### config.mk
export PLATFORM = sky130hd
export DESIGN_NAME = cms_trace_rx
export DESIGN_NICKNAME = d
export VERILOG_FILES = /design/src/rtl/cms_pkg.sv /design/src/rtl/cms_rx_fifo.sv /design/src/rtl/cms_trace_rx.sv
export SDC_FILE = /design/constraint.sdc
export NUM_CORES = 1
export LEC_CHECK = 0
export CORE_MARGIN = 3
export CORE_UTILIZATION = 23
export DETAILED_ROUTE_END_ITERATION = 7
export PLACE_DENSITY = 0.36
export SYNTH_ARGS = -nofsm -noshare
export SYNTH_HDL_FRONTEND = slang
export SYNTH_HIERARCHICAL = 1
export SYNTH_SLANG_ARGS = --single-unit
### constraint.sdc
create_clock -name clk -period 7.6 [get_ports clk]
set_input_delay 1.14 -clock clk [delete_from_list [all_inputs] [get_ports clk]]
set_output_delay 1.14 -clock clk [all_outputs]
set_load 0.01 [all_outputs]
### src/rtl/cms_pkg.sv
// cms_pkg: shared field offsets, framing state and packet type for the CMS trace receiver.
package cms_pkg;
   localparam int PC_LSB    = 32;
   localparam int INSTR_MSB = 31;

   typedef enum logic [1:0] {IDLE, FRAME, RESYNC} rx_state_t;

   typedef struct packed {
      logic [63:0] pc;
      logic [31:0] instr;
      logic        last;
   } trace_pkt_t;
endpackage

### src/rtl/cms_rx_fifo.sv
// cms_rx_fifo: synchronous FIFO with wrap-bit pointers; head entry is read combinationally.
module cms_rx_fifo #(
   parameter int WIDTH = 97,
   parameter int DEPTH = 8
) (
   input  logic             clk,
   input  logic             rst_n,
   input  logic             push,
   input  logic [WIDTH-1:0] din,
   input  logic             pop,
   output logic [WIDTH-1:0] dout,
   output logic             full,
   output logic             empty
);
   localparam int AW = $clog2(DEPTH);

   logic [AW:0]      wptr_q, wptr_d, rptr_q, rptr_d;
   logic [WIDTH-1:0] mem_q [DEPTH];
   logic             do_push, do_pop;

   always_comb begin
      full    = (wptr_q[AW] != rptr_q[AW]) && (wptr_q[AW-1:0] == rptr_q[AW-1:0]);
      empty   = wptr_q == rptr_q;
      do_push = push && !full;
      do_pop  = pop && !empty;
      wptr_d  = wptr_q + {{AW{1'b0}}, do_push};
      rptr_d  = rptr_q + {{AW{1'b0}}, do_pop};
      dout    = empty ? '0 : mem_q[rptr_q[AW-1:0]];
   end

   always_ff @(posedge clk or negedge rst_n) begin
      if (!rst_n) begin
         wptr_q <= '0;
         rptr_q <= '0;
      end else begin
         wptr_q <= wptr_d;
         rptr_q <= rptr_d;
      end
   end

   // Storage needs no reset: empty gates the head output.
   always_ff @(posedge clk) begin
      if (do_push) mem_q[wptr_q[AW-1:0]] <= din;
   end
endmodule

### src/rtl/cms_trace_rx.sv
// cms_trace_rx: AXI-Stream trace receiver with FIFO, pc/instr pop port and tlast framing check.
// Define CMS_RX_ALWAYS_READY_EN to keep tready high, drop beats when full and expose drop_count.
module cms_trace_rx
   import cms_pkg::*;
#(
   parameter int XLEN           = 64,
   parameter int AXI_DATA_WIDTH = XLEN + 32,
   parameter int FIFO_DEPTH     = 8
) (
   input  logic                      clk,
   input  logic                      rst_n,
   input  logic                      S_AXIS_tvalid,
   output logic                      S_AXIS_tready,
   input  logic [AXI_DATA_WIDTH-1:0] S_AXIS_tdata,
   input  logic                      S_AXIS_tlast,
   input  logic [31:0]               tlast_interval,
   output logic                      pkt_valid,
   input  logic                      pkt_ready,
   output logic [XLEN-1:0]           pkt_pc,
   output logic [31:0]               pkt_instr,
   output logic                      pkt_last,
   output logic [31:0]               frame_count,
   output logic                      err_early,
   output logic                      err_late,
`ifdef CMS_RX_ALWAYS_READY_EN
   output logic [31:0]               drop_count,
`endif
   input  logic                      clear_errors
);
   localparam int W = AXI_DATA_WIDTH + 1;

   logic          full, empty, rdy_q, beat, push;
   logic [W-1:0]  head;
   rx_state_t     state_q, state_d;
   logic [31:0]   cnt_q, cnt_d, nxt, fc_q, fc_d;
   logic          ee_q, ee_d, el_q, el_d;

   assign beat = S_AXIS_tvalid && S_AXIS_tready;

`ifdef CMS_RX_ALWAYS_READY_EN
   logic [31:0] drop_q, drop_d;
   assign S_AXIS_tready = rdy_q;
   assign push          = beat && !full;
   assign drop_d        = (beat && full && !(&drop_q)) ? drop_q + 32'd1 : drop_q;
   assign drop_count    = drop_q;
`else
   assign S_AXIS_tready = rdy_q && !full;
   assign push          = beat;
`endif

   cms_rx_fifo #(.WIDTH(W), .DEPTH(FIFO_DEPTH)) u_fifo (
      .clk   (clk),
      .rst_n (rst_n),
      .push  (push),
      .din   ({S_AXIS_tlast, S_AXIS_tdata}),
      .pop   (pkt_ready),
      .dout  (head),
      .full  (full),
      .empty (empty)
   );

   assign pkt_valid   = !empty;
   assign pkt_pc      = head[PC_LSB +: XLEN];
   assign pkt_instr   = head[INSTR_MSB:0];
   assign pkt_last    = head[W-1];
   assign frame_count = fc_q;
   assign err_early   = ee_q;
   assign err_late    = el_q;

   // nxt is the position of the current beat within its frame.
   always_comb begin
      state_d = state_q;
      cnt_d   = cnt_q;
      fc_d    = fc_q;
      ee_d    = ee_q && !clear_errors;
      el_d    = el_q && !clear_errors;
      nxt     = (state_q == IDLE) ? 32'd1 : (&cnt_q ? cnt_q : cnt_q + 32'd1);
      if (beat) begin
         if (tlast_interval == 32'd0) begin
            state_d = IDLE;
            cnt_d   = '0;
            fc_d    = fc_q + {31'd0, S_AXIS_tlast};
         end else if (state_q == RESYNC) begin
            state_d = S_AXIS_tlast ? IDLE : RESYNC;
            cnt_d   = S_AXIS_tlast ? '0 : cnt_q;
         end else if (S_AXIS_tlast) begin
            state_d = IDLE;
            cnt_d   = '0;
            if (nxt == tlast_interval) fc_d = fc_q + 32'd1;
            else if (nxt < tlast_interval) ee_d = 1'b1;
            else el_d = 1'b1;
         end else begin
            state_d = (nxt >= tlast_interval) ? RESYNC : FRAME;
            cnt_d   = nxt;
            el_d    = el_d || (nxt >= tlast_interval);
         end
      end
   end

   always_ff @(posedge clk or negedge rst_n) begin
      if (!rst_n) begin
         rdy_q   <= 1'b0;
         state_q <= IDLE;
         cnt_q   <= '0;
         fc_q    <= '0;
         ee_q    <= 1'b0;
         el_q    <= 1'b0;
`ifdef CMS_RX_ALWAYS_READY_EN
         drop_q  <= '0;
`endif
      end else begin
         rdy_q   <= 1'b1;
         state_q <= state_d;
         cnt_q   <= cnt_d;
         fc_q    <= fc_d;
         ee_q    <= ee_d;
         el_q    <= el_d;
`ifdef CMS_RX_ALWAYS_READY_EN
         drop_q  <= drop_d;
`endif
      end
   end
endmodule

==> flow_summary_export.csv <==
group,metric,value,unit
detailed_routing,via_per_inst,4.369,
timing,worstMarginPinSlew,1.068,ns
power,power.internal,0.01068,W
yosys,ys_top_cells_by_area,"edfxtp_1, mux2i_1, dfrtp_1",
power,p_sw,0.005297,W
setup_path,crit_slowest_cell,"dfrtp_4",
layout,layout.nets,2656,
detailed_routing,vias,20100,
detailed_routing,drc,0,
clocking,clock-sinks,853,
floorplan,die_w,399.4,um
worst_hold_path,hold_path_class,"reg2reg",
timing,finalSetupViolations,0,
global_route,antenna_found_initial,10,
timing,tns,0,ns
yosys,yosysSeqAreaShare,70.87,%
timing,hold_violations,0,
yosys,synthCells,2204,
place,postPlaceCellArea,40310,um2
floorplan,die_height,399.4,um
setup_path,crit_path_start_kind,"register",
clocking,cts_tree,"built",
layout,final_area,43490,um2
clocking,clk_pin_slew_worst_paths,0.06,ns
yosys,netlist.area_leader.share,65.45,%
detailed_routing,drt-total-wl,102.8,mm
power,seq_power_share,35.8,%
layout,drive_gt1_share,7.758,%
setup_path,critical_path_arrival,4.52,ns
global_route,grt_max_degree,107,
place,finalWeightedCongestion,0.7332,
setup_path,crit_required,6.46,ns
floorplan,rows,143,
setup_path,crit_path_end_kind,"output port",
detailed_routing,wl_per_cell,22.35,um
place,portBuffers,266,
floorplan,dieArea,159500,um2
yosys,yosys.area.top_type,"edfxtp_1",
detailed_routing,first_pass_iters,5,
power,p_clk_share,28.8,%
power,p_leak,15.32,nW
global_route,grt_overflow,0,
layout,final_cell_mix,"edfxtp_1, mux2i_1, clkdlybuf4s50_1",
timing,max_slew_margin,28.80,%
run,cap_violations,0,
floorplan,coreArea,152800,um2
global_route,grt_pass1_wl,148.0,mm
setup_path,path_class,"reg2out",
yosys,synth.net_count,2377,
power,vdd_drop_max,0.0002640,V
setup_path,cpPeakStageDelay,0.90,ns
clocking,post_cts_resize_count,0,
clocking,holdBufCountCts,0,
yosys,synthArstFlopShare,9.027,%
floorplan,start_util,23.30,%
layout,final_common_cell,"edfxtp_1",
timing,maxSlewViolCount,0,
clocking,clkLatencyLatePin,0.71,ns
clocking,cts_setup_buffers,0,
yosys,yosys_register_bits,853,
setup_path,crit_buf_inv,3,
yosys,synth_edf_count,776,
yosys,synth_cell_types,60,
timing,fin_crit_sh,74.45,%
clocking,root_buffer,"clkbuf_16",
clocking,cts_buffers,102,
clocking,cts_max_level,3,
power,p_sw_share,33.16,%
yosys,ys.flop_type,"edfxtp_1",
floorplan,num_io_pins,267,
detailed_routing,ant_nets,0,
yosys,syn_avg_cell_area,16.15,um2
timing,rsz0062_at_grt,"no",
setup_path,cpLargestDelayFamily,"buffers and inverters",
setup_path,crit_fanout,106,
yosys,yosys_warnings,6,
yosys,syn-cell-area,35600,um2
setup_path,crit_chain,"buf_4 > buf_12 > mux2i_1 > a22oi_1 > and3_1 > clkdlybuf4s50_1",
timing,clock_skew,0.04406,ns
timing,layout_min_cycle_time,5.658,ns
global_route,grt_util_all_layers,12.71,%
layout,area_growth,22.16,%
detailed_routing,drt_iter0_drc,1011,
timing,clock.fmax,176.7,MHz
outcome,run_status,"complete, no violations",
power,combPwrFrac,35.4,%
power,pwr_density_cell,367.3,nW/um2
place,dp_hpwl,55.45,mm
clocking,clockBufferDepth,3,
global_route,grt_pass1_vias,21110,
[power by group through the flow]
stage	sequential, W	combinational [W]	clock, W
2_1_floorplan	0.00575	0.00322	0
3_3_place_gp	0.00581	0.00580	0
3_5_place_dp	0.00582	0.00581	0
4_1_cts	0.00572	0.00583	0.00481
5_1_grt	0.00575	0.00608	0.00500
6_report	0.00572	0.00565	0.00460
[layout make-up]
| class | instances | area [um2] |
|---|---|---|
| Multi-Input combinational cell | 1172 | 9311 |
| Clock buffer | 144 | 2780 |
| Antenna cell | 6 | 15.01 |
| Tap cell | 2030 | 2540 |
| Fill cell | 15330 | 109300 |
| Inverter | 54 | 202.7 |
| Timing Repair Buffer | 300 | 3028 |
| Sequential cell | 853 | 25230 |
| Clock inverter | 42 | 381.6 |
[flip-flops by register name (all words and copies together) (netlist names)]
signal and flops:
u_fifo/mem_q 776, err_late 1, u_fifo/wptr_q 4, rdy_q 1, err_early 1, cnt_q 32
state_q 2, u_fifo/rptr_q 4, frame_count 32
[kinds of logic after synthesis]
kind of cell               synth area share [%]
and+or+nand+nor                           6.041
adders and majority gates                 1.371
other                                   0.01053
xor gates and xnor gates                  1.712
buffers and inverters                     3.202
muxes                                     11.02
AOI/OAI and AO/OA                         5.778
DFF                                       70.87
[worst reg2reg max path, stage by stage, from the launching register on]
cell	delay (ns)
dfrtp_1	0.50
nand4_1	0.34
nor4_2	0.67
a2111oi_4	0.27
and3_1	0.30
xnor2_1	0.23
nor2_1	0.08
ha_1	0.30
nand4_1	0.17
nor3_1	0.41
nand4b_1	0.27
o22a_1	0.51
or4_4	0.61
xnor2_2	0.14
[per-stage QoR]
stage / cells / hold WS [ns] / worst slack, ns / util, % / power, W
global placement: 4409 / 0.4836 / 2.596 / 26.38 / 0.01160
global route: 4596 / 0.5143 / 1.733 / 28.46 / 0.01684
CTS: 4595 / 0.4956 / 1.855 / 28.45 / 0.01637
finish: 4601 / 0.4914 / 1.942 / 28.46 / 0.01597
detailed placement: 4409 / 0.4750 / 2.547 / 26.38 / 0.01163
floorplan: 2204 / 0.4650 / 3.128 / - / 0.008971
[path summary, 6_finish.rpt]
kind | to | slack (ns) | depth (start not counted) | start
max | pkt_pc[33] | 1.94 | 6 | u_fifo/rptr_q[0]
min | frame_count[31] | 0.49 | 1 | frame_count[31]
max reg2reg | frame_count[26] | 2.66 | 13 | cnt_q[19]
min reg2reg | frame_count[31] | 0.49 | 1 | frame_count[31]
max in group asynchronous | u_fifo/rptr_q[0] | 6.16 | 1 | rst_n
min in group asynchronous | cnt_q[24] | 0.66 | 1 | rst_n
[routing by layer]
metal  up-vias  global-route usage [%]  part of all wire, %
met1     10320                   16.92                   46
met3       125                   2.666                  4.2
met2       419                   20.81                   47
li1       9239                       -                    -
met4         2                   3.638                  2.3
met5         -                       0                0.017
[synth_stat cells (all sizes together), types with 3 or more instances]
cell	instances
xnor2	42
nand4	33
nor4	21
a31oi	6
or4	4
o22ai	3
and4	10
edfxtp	776
a22oi	194
clkbuf	51
a21o	8
and3b	4
inv	53
nand2b	5
a21oi	31
buf	74
nand2	47
mux2i	392
xor2	25
nor3	12
and2	7
and3	111
o31ai	3
dfrtp	77
nor2b	7
nor2	56
o21ai	27
ha	39
nand3	43
or3	16
Power figures use the tool's default switching activity.
